**config.mk**
```make
export PLATFORM = sky130hd
export DESIGN_NAME = hazard_ctrl_flat
export DESIGN_NICKNAME = d
export VERILOG_FILES = /design/src/rtl/hazard_pkg.sv /design/src/rtl/hazard_ctrl_if.sv /design/src/rtl/sat_counter.sv /design/src/rtl/hazard_ctrl.sv /design/src/flat_wrapper.sv
export SDC_FILE = /design/constraint.sdc
export NUM_CORES = 1
export LEC_CHECK = 0
export ABC_CLOCK_PERIOD_IN_PS = 2400
export CORE_MARGIN = 4
export CORE_UTILIZATION = 49
export DETAILED_ROUTE_END_ITERATION = 6
export DONT_BUFFER_PORTS = 1
export SYNTH_ARGS = -nofsm -noshare
export SYNTH_HDL_FRONTEND = slang
export SYNTH_HIERARCHICAL = 1
export SYNTH_SLANG_ARGS = --single-unit
```
**constraint.sdc**
```tcl
create_clock -name clk -period 2.4 [get_ports clk]
set_input_delay 0.24 -clock clk [delete_from_list [all_inputs] [get_ports clk]]
set_output_delay 0.24 -clock clk [all_outputs]
set_load 0.05 [all_outputs]
```
**src/rtl/hazard_pkg.sv**
```systemverilog
// Shared types and widths for the pipeline hazard sequencer.
package hazard_pkg;

  localparam int REG_W = 3;
  localparam int CNT_W = 8;

  typedef enum logic [1:0] {
    RUN      = 2'd0,
    FLUSH    = 2'd1,
    MEM_WAIT = 2'd2,
    UNUSED   = 2'd3
  } hz_state_e;

endpackage

```
**src/rtl/hazard_ctrl_if.sv**
```systemverilog
// Hazard-unit bundle: pipeline observation inputs, register controls and debug outputs.
interface hazard_ctrl_if;
  import hazard_pkg::*;

  logic [REG_W-1:0] id_readREG1;
  logic [REG_W-1:0] id_readREG2;
  logic             id_uses_rt;
  logic             ex_MEMread;
  logic [REG_W-1:0] ex_writeREG;
  logic             branch_taken;
  logic             mem_access;
  logic             mem_ready;

  logic             pc_write;
  logic             if_id_write;
  logic             if_id_flush;
  logic             id_ex_bubble;
  logic             pipe_freeze;
  logic             mem_err;
  logic [1:0]       state;
  logic [CNT_W-1:0] stall_cnt;
  logic [CNT_W-1:0] flush_cnt;

  modport master (
    output id_readREG1, id_readREG2, id_uses_rt, ex_MEMread, ex_writeREG,
           branch_taken, mem_access, mem_ready,
    input  pc_write, if_id_write, if_id_flush, id_ex_bubble, pipe_freeze,
           mem_err, state, stall_cnt, flush_cnt
  );

  modport slave (
    input  id_readREG1, id_readREG2, id_uses_rt, ex_MEMread, ex_writeREG,
           branch_taken, mem_access, mem_ready,
    output pc_write, if_id_write, if_id_flush, id_ex_bubble, pipe_freeze,
           mem_err, state, stall_cnt, flush_cnt
  );

endinterface

```
**src/rtl/sat_counter.sv**
```systemverilog
// Event counter that sticks at all-ones; one-cycle update latency, no backpressure.
module sat_counter
  import hazard_pkg::*;
(
  input  logic             clk,
  input  logic             rst,
  input  logic             inc,
  output logic [CNT_W-1:0] cnt
);

  logic [CNT_W-1:0] cnt_q;
  logic [CNT_W-1:0] cnt_d;

  always_comb begin
    cnt_d = cnt_q;
    if (inc && (cnt_q != {CNT_W{1'b1}})) begin
      cnt_d = cnt_q + {{(CNT_W-1){1'b0}}, 1'b1};
    end
  end

  always_ff @(posedge clk or posedge rst) begin
    if (rst) cnt_q <= '0;
    else     cnt_q <= cnt_d;
  end

  assign cnt = cnt_q;

endmodule

```
**src/rtl/hazard_ctrl.sv**
```systemverilog
// Stall/flush sequencer for the five-stage pipe: controls are combinational (act in the
// detection cycle), state and counters registered; a slow data memory freezes the back end.
module hazard_ctrl
  import hazard_pkg::*;
#(
  parameter int BR_PENALTY  = 2,
  parameter int MEM_TIMEOUT = 15
) (
  input  logic         clk,
  input  logic         rst,
  hazard_ctrl_if.slave hif
);

  localparam logic [2:0] FL_INIT = 3'(BR_PENALTY - 2);
  localparam logic [7:0] TMO     = 8'(MEM_TIMEOUT);

  hz_state_e  state_q, state_d;
  logic [2:0] fcnt_q, fcnt_d;
  logic       pend_q, pend_d;
  logic [7:0] wcnt_q, wcnt_d;
  logic       err_q, err_d;

  logic pc_write, if_id_write, if_id_flush, id_ex_bubble, pipe_freeze;
  logic stall_inc, flush_inc;
  logic lu, mem_stall;

  assign lu = hif.ex_MEMread &
              ((hif.ex_writeREG == hif.id_readREG1) |
               (hif.id_uses_rt & (hif.ex_writeREG == hif.id_readREG2)));
  assign mem_stall = hif.mem_access & ~hif.mem_ready;

  always_comb begin
    state_d      = state_q;
    fcnt_d       = fcnt_q;
    pend_d       = pend_q;
    wcnt_d       = wcnt_q;
    err_d        = err_q;
    pc_write     = 1'b1;
    if_id_write  = 1'b1;
    if_id_flush  = 1'b0;
    id_ex_bubble = 1'b0;
    pipe_freeze  = 1'b0;
    stall_inc    = 1'b0;
    flush_inc    = 1'b0;

    case (state_q)
      RUN: begin
        if (mem_stall) begin
          pc_write    = 1'b0;
          if_id_write = 1'b0;
          pipe_freeze = 1'b1;
          stall_inc   = 1'b1;
          wcnt_d      = 8'd1;
          pend_d      = 1'b0;
          state_d     = MEM_WAIT;
        end else if (hif.branch_taken) begin
          // A coinciding load-use is dropped: the consumer in ID is being squashed anyway.
          if_id_flush  = 1'b1;
          id_ex_bubble = 1'b1;
          flush_inc    = 1'b1;
          if (BR_PENALTY > 2) begin
            fcnt_d  = FL_INIT;
            state_d = FLUSH;
          end
        end else if (lu) begin
          pc_write     = 1'b0;
          if_id_write  = 1'b0;
          id_ex_bubble = 1'b1;
          stall_inc    = 1'b1;
        end
      end

      FLUSH: begin
        if (mem_stall) begin
          // Nothing was squashed this cycle, so the remaining count is kept as-is.
          pc_write    = 1'b0;
          if_id_write = 1'b0;
          pipe_freeze = 1'b1;
          stall_inc   = 1'b1;
          wcnt_d      = 8'd1;
          pend_d      = 1'b1;
          state_d     = MEM_WAIT;
        end else begin
          if_id_flush = 1'b1;
          if (fcnt_q <= 3'd1) state_d = RUN;
          else                fcnt_d  = fcnt_q - 3'd1;
        end
      end

      MEM_WAIT: begin
        if (hif.mem_ready) begin
          state_d = pend_q ? FLUSH : RUN;
          pend_d  = 1'b0;
        end else if (wcnt_q >= TMO) begin
          err_d   = 1'b1;
          pend_d  = 1'b0;
          state_d = RUN;
        end else begin
          pc_write    = 1'b0;
          if_id_write = 1'b0;
          pipe_freeze = 1'b1;
          stall_inc   = 1'b1;
          wcnt_d      = wcnt_q + 8'd1;
        end
      end

      default: state_d = RUN;
    endcase

    // Reset forces idle controls immediately, without waiting for the state flop.
    if (rst) begin
      pc_write     = 1'b1;
      if_id_write  = 1'b1;
      if_id_flush  = 1'b0;
      id_ex_bubble = 1'b0;
      pipe_freeze  = 1'b0;
    end
  end

  always_ff @(posedge clk or posedge rst) begin
    if (rst) begin
      state_q <= RUN;
      fcnt_q  <= '0;
      pend_q  <= 1'b0;
      wcnt_q  <= '0;
      err_q   <= 1'b0;
    end else begin
      state_q <= state_d;
      fcnt_q  <= fcnt_d;
      pend_q  <= pend_d;
      wcnt_q  <= wcnt_d;
      err_q   <= err_d;
    end
  end

  sat_counter u_stall_cnt (
    .clk (clk),
    .rst (rst),
    .inc (stall_inc),
    .cnt (hif.stall_cnt)
  );

  sat_counter u_flush_cnt (
    .clk (clk),
    .rst (rst),
    .inc (flush_inc),
    .cnt (hif.flush_cnt)
  );

  assign hif.pc_write     = pc_write;
  assign hif.if_id_write  = if_id_write;
  assign hif.if_id_flush  = if_id_flush;
  assign hif.id_ex_bubble = id_ex_bubble;
  assign hif.pipe_freeze  = pipe_freeze;
  assign hif.mem_err      = err_q;
  assign hif.state        = state_q;

endmodule

```
**src/flat_wrapper.sv**
```systemverilog
// flat-port wrapper written by rule: the top's interface ports become plain ports
module hazard_ctrl_flat import hazard_pkg::*;
#(
  parameter int BR_PENALTY  = 2,
  parameter int MEM_TIMEOUT = 15
)
  (clk, rst, hif_id_readREG1, hif_id_readREG2, hif_id_uses_rt, hif_ex_MEMread, hif_ex_writeREG, hif_branch_taken, hif_mem_access, hif_mem_ready, hif_pc_write, hif_if_id_write, hif_if_id_flush, hif_id_ex_bubble, hif_pipe_freeze, hif_mem_err, hif_state, hif_stall_cnt, hif_flush_cnt);
  hazard_ctrl_if hif_i ();
  input  logic clk;
  input  logic rst;
  input wire logic [$bits(hif_i.id_readREG1)-1:0] hif_id_readREG1;
  input wire logic [$bits(hif_i.id_readREG2)-1:0] hif_id_readREG2;
  input wire logic [$bits(hif_i.id_uses_rt)-1:0] hif_id_uses_rt;
  input wire logic [$bits(hif_i.ex_MEMread)-1:0] hif_ex_MEMread;
  input wire logic [$bits(hif_i.ex_writeREG)-1:0] hif_ex_writeREG;
  input wire logic [$bits(hif_i.branch_taken)-1:0] hif_branch_taken;
  input wire logic [$bits(hif_i.mem_access)-1:0] hif_mem_access;
  input wire logic [$bits(hif_i.mem_ready)-1:0] hif_mem_ready;
  output wire logic [$bits(hif_i.pc_write)-1:0] hif_pc_write;
  output wire logic [$bits(hif_i.if_id_write)-1:0] hif_if_id_write;
  output wire logic [$bits(hif_i.if_id_flush)-1:0] hif_if_id_flush;
  output wire logic [$bits(hif_i.id_ex_bubble)-1:0] hif_id_ex_bubble;
  output wire logic [$bits(hif_i.pipe_freeze)-1:0] hif_pipe_freeze;
  output wire logic [$bits(hif_i.mem_err)-1:0] hif_mem_err;
  output wire logic [$bits(hif_i.state)-1:0] hif_state;
  output wire logic [$bits(hif_i.stall_cnt)-1:0] hif_stall_cnt;
  output wire logic [$bits(hif_i.flush_cnt)-1:0] hif_flush_cnt;
  assign hif_i.id_readREG1 = hif_id_readREG1;
  assign hif_i.id_readREG2 = hif_id_readREG2;
  assign hif_i.id_uses_rt = hif_id_uses_rt;
  assign hif_i.ex_MEMread = hif_ex_MEMread;
  assign hif_i.ex_writeREG = hif_ex_writeREG;
  assign hif_i.branch_taken = hif_branch_taken;
  assign hif_i.mem_access = hif_mem_access;
  assign hif_i.mem_ready = hif_mem_ready;
  assign hif_pc_write = hif_i.pc_write;
  assign hif_if_id_write = hif_i.if_id_write;
  assign hif_if_id_flush = hif_i.if_id_flush;
  assign hif_id_ex_bubble = hif_i.id_ex_bubble;
  assign hif_pipe_freeze = hif_i.pipe_freeze;
  assign hif_mem_err = hif_i.mem_err;
  assign hif_state = hif_i.state;
  assign hif_stall_cnt = hif_i.stall_cnt;
  assign hif_flush_cnt = hif_i.flush_cnt;
  hazard_ctrl #(.BR_PENALTY(BR_PENALTY), .MEM_TIMEOUT(MEM_TIMEOUT)) u_core (.clk(clk), .rst(rst), .hif(hif_i));
endmodule
```
==> results of run 1 <==
[power by group through the flow]
stage                     Clock [mW]  Combinational [mW]  Sequential (mW)
after global placement             0               0.765            0.930
after global routing           0.329               0.856            0.953
after floorplan                    0               0.324             1.17
after detailed placement           0               0.791            0.940
final                          0.291               0.789            0.927
after CTS                      0.300               0.795            0.929
[kinds of logic (layout without fill, tap and decap cells)]
family	Yosys count	after routing	share of synthesized area, %
and+or+nand+nor	57	57	21.2
AOI/OAI and AO/OA	32	32	13.3
DFF	31	31	46.2
xor gates and xnor gates	15	15	7.82
buffers and inverters	13	40	3.13
muxes	7	7	4.62
adders and majority gates	5	5	3.72
[flip-flops by register name, summed over array words and instances (netlist names)]
register and flops:
u_core/hif.mem_err 1, u_core/u_stall_cnt/cnt 8, u_core/wcnt_q 8, u_core/pend_q 1, u_core/u_flush_cnt/cnt 8, u_core/hif.state 2
u_core/fcnt_q 3
[cells in the final DEF, fill, tap and decap left out, types with 2 or more instances in the layout]
cell type,instances
a21o_1,2
a21oi_1,6
a31oi_1,2
and2_1,2
and3_1,3
and4_1,2
buf_4,19
clkbuf_1,2
clkbuf_4,5
dfrtp_1,31
ha_1,5
inv_1,11
mux2_1,4
mux2_2,2
nand2_1,13
nand3_1,7
nand4_1,6
nor2_1,6
nor2b_1,4
nor3_1,3
nor3b_2,2
nor4_4,2
o211ai_1,2
o21ai_0,5
o21ai_2,2
o21bai_1,3
xnor2_1,10
xor2_1,5
[routing by layer]
metal | GRT usage [%] | vias up | share of wire [%]
li1 | - | 635 | -
met1 | 21.6 | 635 | 45
met2 | 26.4 | 24 | 49
met3 | 4.55 | 6 | 4.8
met4 | 6.85 | 0 | 1.3
met5 | 0 | - | 0
[metrics by stage]
step,power (mW),setup WS [ns],instances
3_3_place_gp,1.70,0.433,224
4_1_cts,2.02,0.160,233
2_1_floorplan,1.49,0.0778,160
3_5_place_dp,1.73,0.360,224
6_report,2.01,0.174,233
5_1_grt,2.14,0.0407,233
[timing repair]
action                    4_1_cts  5_1_grt
hold endpoints to repair       31        0
hold buffers                    1        0
setup buffers                   0        0
[path summary, 6_finish.rpt]
kind                                        endpoint  slack (ns)  depth (start not counted)
setup / recovery                        hif_pc_write        0.17                          6
max in group asynchronous           u_core/wcnt_q[5]        1.74                          3
min in group asynchronous  u_core/u_stall_cnt/cnt[1]        0.37                          2
hold / removal                   u_core/hif.state[0]        0.05                          2
setup reg to reg           u_core/u_stall_cnt/cnt[6]        0.35                          8
hold reg to reg                     u_core/wcnt_q[1]        0.50                          2
[layout make-up]
class,count,area [um2]
repair buffers,21,173
well taps,46,57.6
fillers,301,1370
clock buffers,7,45.0
multi-input cells,116,873
clock inverters,1,5.00
inverters,11,41.3
flip-flops and latches,31,776
[worst max-delay path: cells and delay by family (launching register included)]
kind	cells	cell delay [ns]
buf+inv	2	0.35
flops	1	0.53
simple gates	1	0.27
compound gates	3	0.51
==> metrics.cfg, run 1 <==
[global_route]
grt_max_degree = 17
grt-ovfl-total = 0
grt.total_usage_pct = 16.7
grt_pass1_vias = 1194
grt_pass1_wl_mm = 5.54
antenna_found_initial = 0

[worst_setup_path]
critPathLaunch = u_core/hif.state[1]
start_kind = flip-flop
cp-end-kind = output pin
worst-endpoint-arrival_ns = 1.99
worstSetupPathType = reg2out
timing.rr.start = u_core/wcnt_q[0]
cp_cell_sequence = nor3b_2, buf_4, o21ai_0, a211o_1, a21o_1, buf_12
crit_slowest_cell = dfrtp_1
cpPeakStageDelay_ns = 0.53
worstPathMaxFanout = 10
worstPathRequired_ns = 2.16

[synth]
ys_ff_latch = 31
yosysMostFrequentCell = dfrtp_1
yosysUniqueCellTypes = 45
synth.top_cell.area_share_pct = 46.2
ys.flop_type = dfrtp_1
synthesis.area_um2 = 1680
synth_seq_area_share_pct = 46.2
async_flop_share_pct = 100
avgSynthCellArea_um2 = 10.5
synth_area_leaders = dfrtp_1 46%, xnor2_1 5.2%, ha_1 3.7%, nand2_1 2.9%, mux2_1 2.7%
synth_warnings = 6
syn-num-nets = 181
synth-edff-count = 0
syn_inst = 160
synth_common_cells = 31 x dfrtp_1, 13 x nand2_1, 11 x inv_1, 10 x xnor2_1, 7 x nand3_1
yosys.area.top_type = dfrtp_1

[layout]
diodes = 0
final_util_pct = 59.1
layout-drive-gt1-share_pct = 20.9
synthToLayoutAreaGrowth_pct = 17.3
nets = 207
finalInstanceArea_um2 = 1970

[pwr]
swShare_pct = 47.9
p_int_mw = 1.05
combinationalPowerShare_pct = 39.3
p_leak_nw = 0.919
p_seq_share_pct = 46.2
power_density_nw_per_um2 = 1020
clkPwrFrac_pct = 14.5
p_sw_mw = 0.961
ir_drop_uv = 639

[placed_design]
placed_cell_area_um2 = 1910
dp_hpwl_mm = 2.64
portBuffers = 0
place_congestion = 0.842

[sta]
finClkSkew_ns = 0.0133
final.setup.tns_ns = 0
worst_pin_slew_ns = 0.697
finalHoldViolCount = 0
fin_crit_sh_pct = 92.7
relSlewSlack_pct = 53.6
holdWs_ns = 0.0452
rsz0062_at_grt = no
maxSlewViolCount = 0
fmax_mhz = 449
setup_violations = 0
timing.final.crit_period_ns = 2.23

[clocking]
insertion_delay_ns = 0.32
ctsRootBufferMaster = clkbuf_4
clock_sinks = 31
cts_tree = done
cts_buffers = 5
cts_buffer_depth = 2
clk_pin_slew_ns = 0.11
cts_resized = 0
htreeDepth = 2

[hold_path]
holdCritStartpoint = hif_mem_ready
min_path_type = in2reg

[floorplanning]
start_util_pct = 50.4
ioPinCount = 40
rows = 21
die_h_um = 66.6
dieArea_um2 = 4430
die_w_um = 66.6
coreArea_um2 = 3340

[drt]
vias = 1300
drt_iter0_markers = 60
drc_errors = 0
postRouteAntennaNets = 0
via_per_inst = 5.58
firstDrtPassIters = 4
wl_per_cell_um = 14.7
drt_wl_total_mm = 3.42

[job]
maxCapViolations = 0

[outcome]
status = finished clean

Power figures use the tool's default switching activity.
==> run 2, diff against run 1 <==
--- a/config.mk
+++ b/config.mk
@@ -7,7 +7,7 @@
 export LEC_CHECK = 0
 export ABC_CLOCK_PERIOD_IN_PS = 2400
 export CORE_MARGIN = 4
-export CORE_UTILIZATION = 49
+export CORE_UTILIZATION = 34
 export DETAILED_ROUTE_END_ITERATION = 6
 export DONT_BUFFER_PORTS = 1
 export SYNTH_ARGS = -nofsm -noshare
==> metrics.cfg, run 2 (synthesis results as in run 1) <==
[global_route]
grt.total_usage_pct = 13.2
grt-ovfl-total = 0
grt_pass1_vias = 1398
antenna_found_initial = 0
grt_max_degree = 18
grt_pass1_wl_mm = 6.44

[job]
maxCapViolations = 0

[sta]
fmax_mhz = 453
finalHoldViolCount = 0
fin_crit_sh_pct = 92.1
timing.final.crit_period_ns = 2.21
worst_pin_slew_ns = 0.720
maxSlewViolCount = 0
worst_slack_ns = 0.190
rsz0062_at_grt = no
finClkSkew_ns = 0.00498
setup_violations = 0
holdWs_ns = 0.102
relSlewSlack_pct = 52.0
final.setup.tns_ns = 0

[placed_design]
dp_cells = 242
portBuffers = 0
place_congestion = 0.814
dp_hpwl_mm = 2.94
post-place-ws_ns = 0.371

[floorplanning]
ioPinCount = 40
rows = 25
dieArea_um2 = 6130
start_util_pct = 35.3
die_w_um = 78.3
die_h_um = 78.3
coreArea_um2 = 4750

[clocking]
cts_buffers = 5
clk_pin_slew_ns = 0.06
ctsRootBufferMaster = clkbuf_8
cts_resized = 0
post_cts_buffers = 0
insertion_delay_ns = 0.28
cts_buffer_depth = 2
clock_sinks = 31
cts_tree = done
htreeDepth = 2

[layout]
final_cells = 250
diodes = 0
final_util_pct = 42.6
synthToLayoutAreaGrowth_pct = 20.5
final_cell_mix = 31 x dfrtp_1, 15 x buf_4, 13 x nand2_1
layout-drive-gt1-share_pct = 20.2
nets = 204
final_common_cell = dfrtp_1

[worst_setup_path]
worstPathRequired_ns = 2.16
crit_slowest_cell = dfrtp_1
path_buf_inv = 3
cp_common_cell = buf_12
worst-endpoint-arrival_ns = 1.97
worstSetupPathType = reg2out
cp_cell_sequence = buf_12, nor3b_2, buf_4, o21ai_0, a211o_1, a21o_1, buf_12
cp-end-kind = output pin
cpPeakStageDelay_ns = 0.44
worstPathMaxFanout = 9
critical-path-top-delay-family = buffers and inverters
start_kind = flip-flop

[drt]
drc_errors = 0
drt_wl_total_mm = 3.78
drt_iter0_markers = 44
firstDrtPassIters = 4
vias = 1286
postRouteAntennaNets = 0
via_per_inst = 5.14
wl_per_cell_um = 15.1

[outcome]
status = finished clean

[pwr]
ir_drop_uv = 574
power_density_nw_per_um2 = 1050
p_leak_nw = 0.925

[hold_path]
min_path_type = in2reg

==> run 2: cell count changes in the layout (fill, tap and decap cells not counted) <==
cell | before | now
clkbuf_4 | 5 | 0
clkbuf_1 | 2 | 0
clkbuf_8 | 0 | 6
buf_12 | 1 | 2
buf_4 | 19 | 15
==> run 2: area by class of cell <==
cell class | instances | area (um2)
Tap cell | 67 | 83.8
Sequential cell | 31 | 776
Inverter | 11 | 41.3
Timing Repair Buffer | 18 | 163
Multi-Input combinational cell | 116 | 873
Clock buffer | 6 | 82.6
Fill cell | 461 | 2730
Clock inverter | 1 | 5.00
==> run 2: per-stage QoR <==
stage               cell area [um2]  power (mW)
floorplan                      1700        1.49
global placement               1930        1.70
detailed placement             1930        1.74
CTS                            2020        2.16
global route                   2020        2.27
finish                         2020        2.14
==> run 2: worst reg2reg max path, stage by stage (launching register included) <==
cell     delay [ns]
dfrtp_1        0.44
buf_12         0.19
nor4_4         0.51
nand3_1        0.21
nor3_1         0.21
mux2_1         0.36
==> run 2: worst paths after layout <==
check,start,cells past startpoint,slack (ns),to
worst max register to register,u_core/hif.state[1],5,0.36,u_core/u_flush_cnt/cnt[7]
worst min-delay path,hif_mem_ready,2,0.10,u_core/hif.state[0]
max in group asynchronous,rst,2,1.72,u_core/u_flush_cnt/cnt[5]
worst max-delay path,u_core/hif.state[1],7,0.19,hif_pc_write
min in group asynchronous,rst,2,0.43,u_core/u_stall_cnt/cnt[0]
worst min register to register,u_core/wcnt_q[0],1,0.50,u_core/wcnt_q[0]
==> run 2: what timing repair did <==
action	CTS	global route
hold buffers	1	0
setup endpoints to repair	0	0
hold endpoints to repair	31	0
==> run 2: where the power goes <==
part           internal, mW  switching, mW
clock                 0.225          0.187
sequential            0.649          0.295
combinational         0.279          0.502
==> run 2: layer usage <==
layer,up-vias,GRT usage (%),part of all wire [%]
met4,0,5.07,1.3
met3,6,6.19,7.8
met1,623,14.4,40
li1,624,-,-
met2,33,22.4,51
met5,-,0,0
==> run 3, diff against run 2 <==
--- a/config.mk
+++ b/config.mk
@@ -5,12 +5,11 @@
 export SDC_FILE = /design/constraint.sdc
 export NUM_CORES = 1
 export LEC_CHECK = 0
-export ABC_CLOCK_PERIOD_IN_PS = 2400
+export ABC_CLOCK_PERIOD_IN_PS = 1900
 export CORE_MARGIN = 4
 export CORE_UTILIZATION = 34
 export DETAILED_ROUTE_END_ITERATION = 6
 export DONT_BUFFER_PORTS = 1
 export SYNTH_ARGS = -nofsm -noshare
 export SYNTH_HDL_FRONTEND = slang
-export SYNTH_HIERARCHICAL = 1
 export SYNTH_SLANG_ARGS = --single-unit
==> constraint.sdc (replaced) <==
create_clock -name clk -period 1.9 [get_ports clk]
set_input_delay 0.19 -clock clk [delete_from_list [all_inputs] [get_ports clk]]
set_output_delay 0.19 -clock clk [all_outputs]
set_load 0.05 [all_outputs]
==> metrics.cfg, run 3 <==
[outcome]
status = finished clean

[drt]
drt_wl_total_mm = 3.49
drc_errors = 0
vias = 1200
via_per_inst = 5.17
postRouteAntennaNets = 0
drt_iter0_markers = 82
firstDrtPassIters = 4
wl_per_cell_um = 15.0

[sta]
rsz0062_at_grt = yes
finClkSkew_ns = 0.00525
maxSlewViolCount = 0
fin_crit_sh_pct = 97.8
relSlewSlack_pct = 67.6
worst_pin_slew_ns = 0.486
finalHoldViolCount = 0
final.setup.tns_ns = 0
timing.final.crit_period_ns = 1.86
fmax_mhz = 538
setup_violations = 0

[global_route]
grt_max_degree = 32
grt.total_usage_pct = 12.8
grt_pass1_wl_mm = 6.01
grt-ovfl-total = 0
grt_pass1_vias = 1279
antenna_found_initial = 0

[clocking]
cts_buffers = 5
cts_hold_buffers = 0
cts_tree = done
htreeDepth = 2
clock_sinks = 31
insertion_delay_ns = 0.28
ctsRootBufferMaster = clkbuf_8
cts_buffer_depth = 2
clk_pin_slew_ns = 0.07

[worst_setup_path]
worstPathRequired_ns = 1.71
worstPathMaxFanout = 6
worstSetupPathType = reg2out
worst-endpoint-arrival_ns = 1.67
start_kind = flip-flop
cp-end-kind = output pin

[synth]
avgSynthCellArea_um2 = 11.0
ys_ff_latch = 31
synth.top_cell.area_share_pct = 48.2
synth_common_cells = 31 x dfrtp_1, 13 x nand2_1, 11 x xnor2_1, 10 x xor2_1, 8 x inv_1
synth-edff-count = 0
yosysMostFrequentCell = dfrtp_1
synth_seq_area_share_pct = 48.2
ys.flop_type = dfrtp_1
synth_area_leaders = dfrtp_1 48%, xnor2_1 6.0%, xor2_1 5.4%, ha_1 3.9%, nand2_1 3.0%
syn_inst = 146
yosys.area.top_type = dfrtp_1
async_flop_share_pct = 100
synth_warnings = 0
synthesis.area_um2 = 1610
syn-num-nets = 167
yosysUniqueCellTypes = 36

[placed_design]
portBuffers = 0
dp_hpwl_mm = 2.70
placed_cell_area_um2 = 1920
place_congestion = 0.789

[floorplanning]
rows = 24
die_w_um = 76.8
start_util_pct = 36.0
ioPinCount = 40
coreArea_um2 = 4470
dieArea_um2 = 5900
die_h_um = 76.8

[layout]
synthToLayoutAreaGrowth_pct = 27.4
finalInstanceArea_um2 = 2050
diodes = 0
layout-drive-gt1-share_pct = 31.1
nets = 200
final_cell_mix = 26 x buf_4, 26 x dfrtp_1, 11 x xnor2_1, 11 x nand2_1, 10 x xor2_1

[pwr]
ir_drop_uv = 989
power_density_nw_per_um2 = 1400
p_leak_nw = 0.950

[hold_path]
min_path_type = in2async

[job]
maxCapViolations = 0

run 3: cell types whose count changed after synthesis, sizes merged, moves of 3 or more:
cell	before	now
a211oi	0	3
inv	11	8
mux2	6	2
o21ai	8	5
o21bai	3	0
xor2	5	10
run 3: per-stage QoR:
step | hold WS [ns] | instances | util (%) | power, mW | worst slack (ns)
global placement | 0.286 | 222 | 42.9 | 2.30 | 0.145
finish | 0.0515 | 232 | 45.8 | 2.87 | 0.0426
global route | 0.0788 | 232 | 45.8 | 3.04 | -0.0542
detailed placement | 0.294 | 222 | 42.9 | 2.34 | 0.0969
floorplan | 0.324 | 146 | - | 1.95 | -0.0165
CTS | 0.0578 | 231 | 45.4 | 2.89 | 0.00668
run 3: power by group:
part           total [mW]  switching, mW  internal (mW)
clock               0.529          0.237          0.292
sequential          0.952          0.116          0.836
combinational        1.39          0.966          0.419
total                2.87           1.32           1.55
run 3: area by class of cell:
| type | instances | area, um2 |
|---|---|---|
| Clock inverter | 1 | 5.00 |
| Clock buffer | 7 | 86.3 |
| Tap cell | 52 | 65.1 |
| Multi-Input combinational cell | 105 | 855 |
| Inverter | 8 | 30.0 |
| Fill cell | 435 | 2420 |
| Timing Repair Buffer | 28 | 226 |
| Sequential cell | 31 | 782 |
run 3: what timing repair did:
| action | CTS | global route |
|---|---|---|
| setup buffers | 1 | 1 |
| gates resized for setup | 3 | 2 |
| setup endpoints to repair | 3 | 3 |
| cloned | 0 | 0 |
| pin swaps | 2 | 3 |
run 3: layer usage:
metal / GRT usage [%] / routed length (um) / part of all wire (%)
met1: 14.4 / 1450 / 41
met2: 22.0 / 1800 / 52
met3: 4.45 / 197 / 5.6
met4: 5.25 / 42 / 1.2
met5: 0 / 0 / 0
run 3: path summary, 6_finish.rpt:
kind / from / endpoint / slack, ns / cells past startpoint
worst max-delay path: u_core.wcnt_q[0] / hif_if_id_write / 0.04 / 5
worst min-delay path: rst / u_core.wcnt_q[0] / 0.05 / 2
worst max register to register: u_core.u_flush_cnt.cnt[4] / u_core.u_flush_cnt.cnt[1] / 0.08 / 4
worst min register to register: u_core.fcnt_q[2] / u_core.fcnt_q[2] / 0.47 / 1
max in group asynchronous: rst / u_core.hif.state[1] / 1.54 / 2
min in group clk: hif_mem_ready / u_core.hif.state[0] / 0.07 / 2
run 3: critical path, stage by stage, from the launching register on:
cell     delay [ns]
dfrtp_1        0.40
ha_1           0.21
nand3_2        0.12
a31oi_4        0.30
nand2_2        0.15
nand2_8        0.21
run 3: cells by family after synthesis:
group / after synthesis / synth area share (%)
multiplexers: 4 / 2.64
adder cells (fa/ha/maj): 5 / 3.89
AND/OR/NAND/NOR: 52 / 18.9
AO/OA/AOI/OAI: 23 / 11.9
flip-flops: 31 / 48.2
buffers and inverters: 10 / 3.03
XOR/XNOR: 21 / 11.4
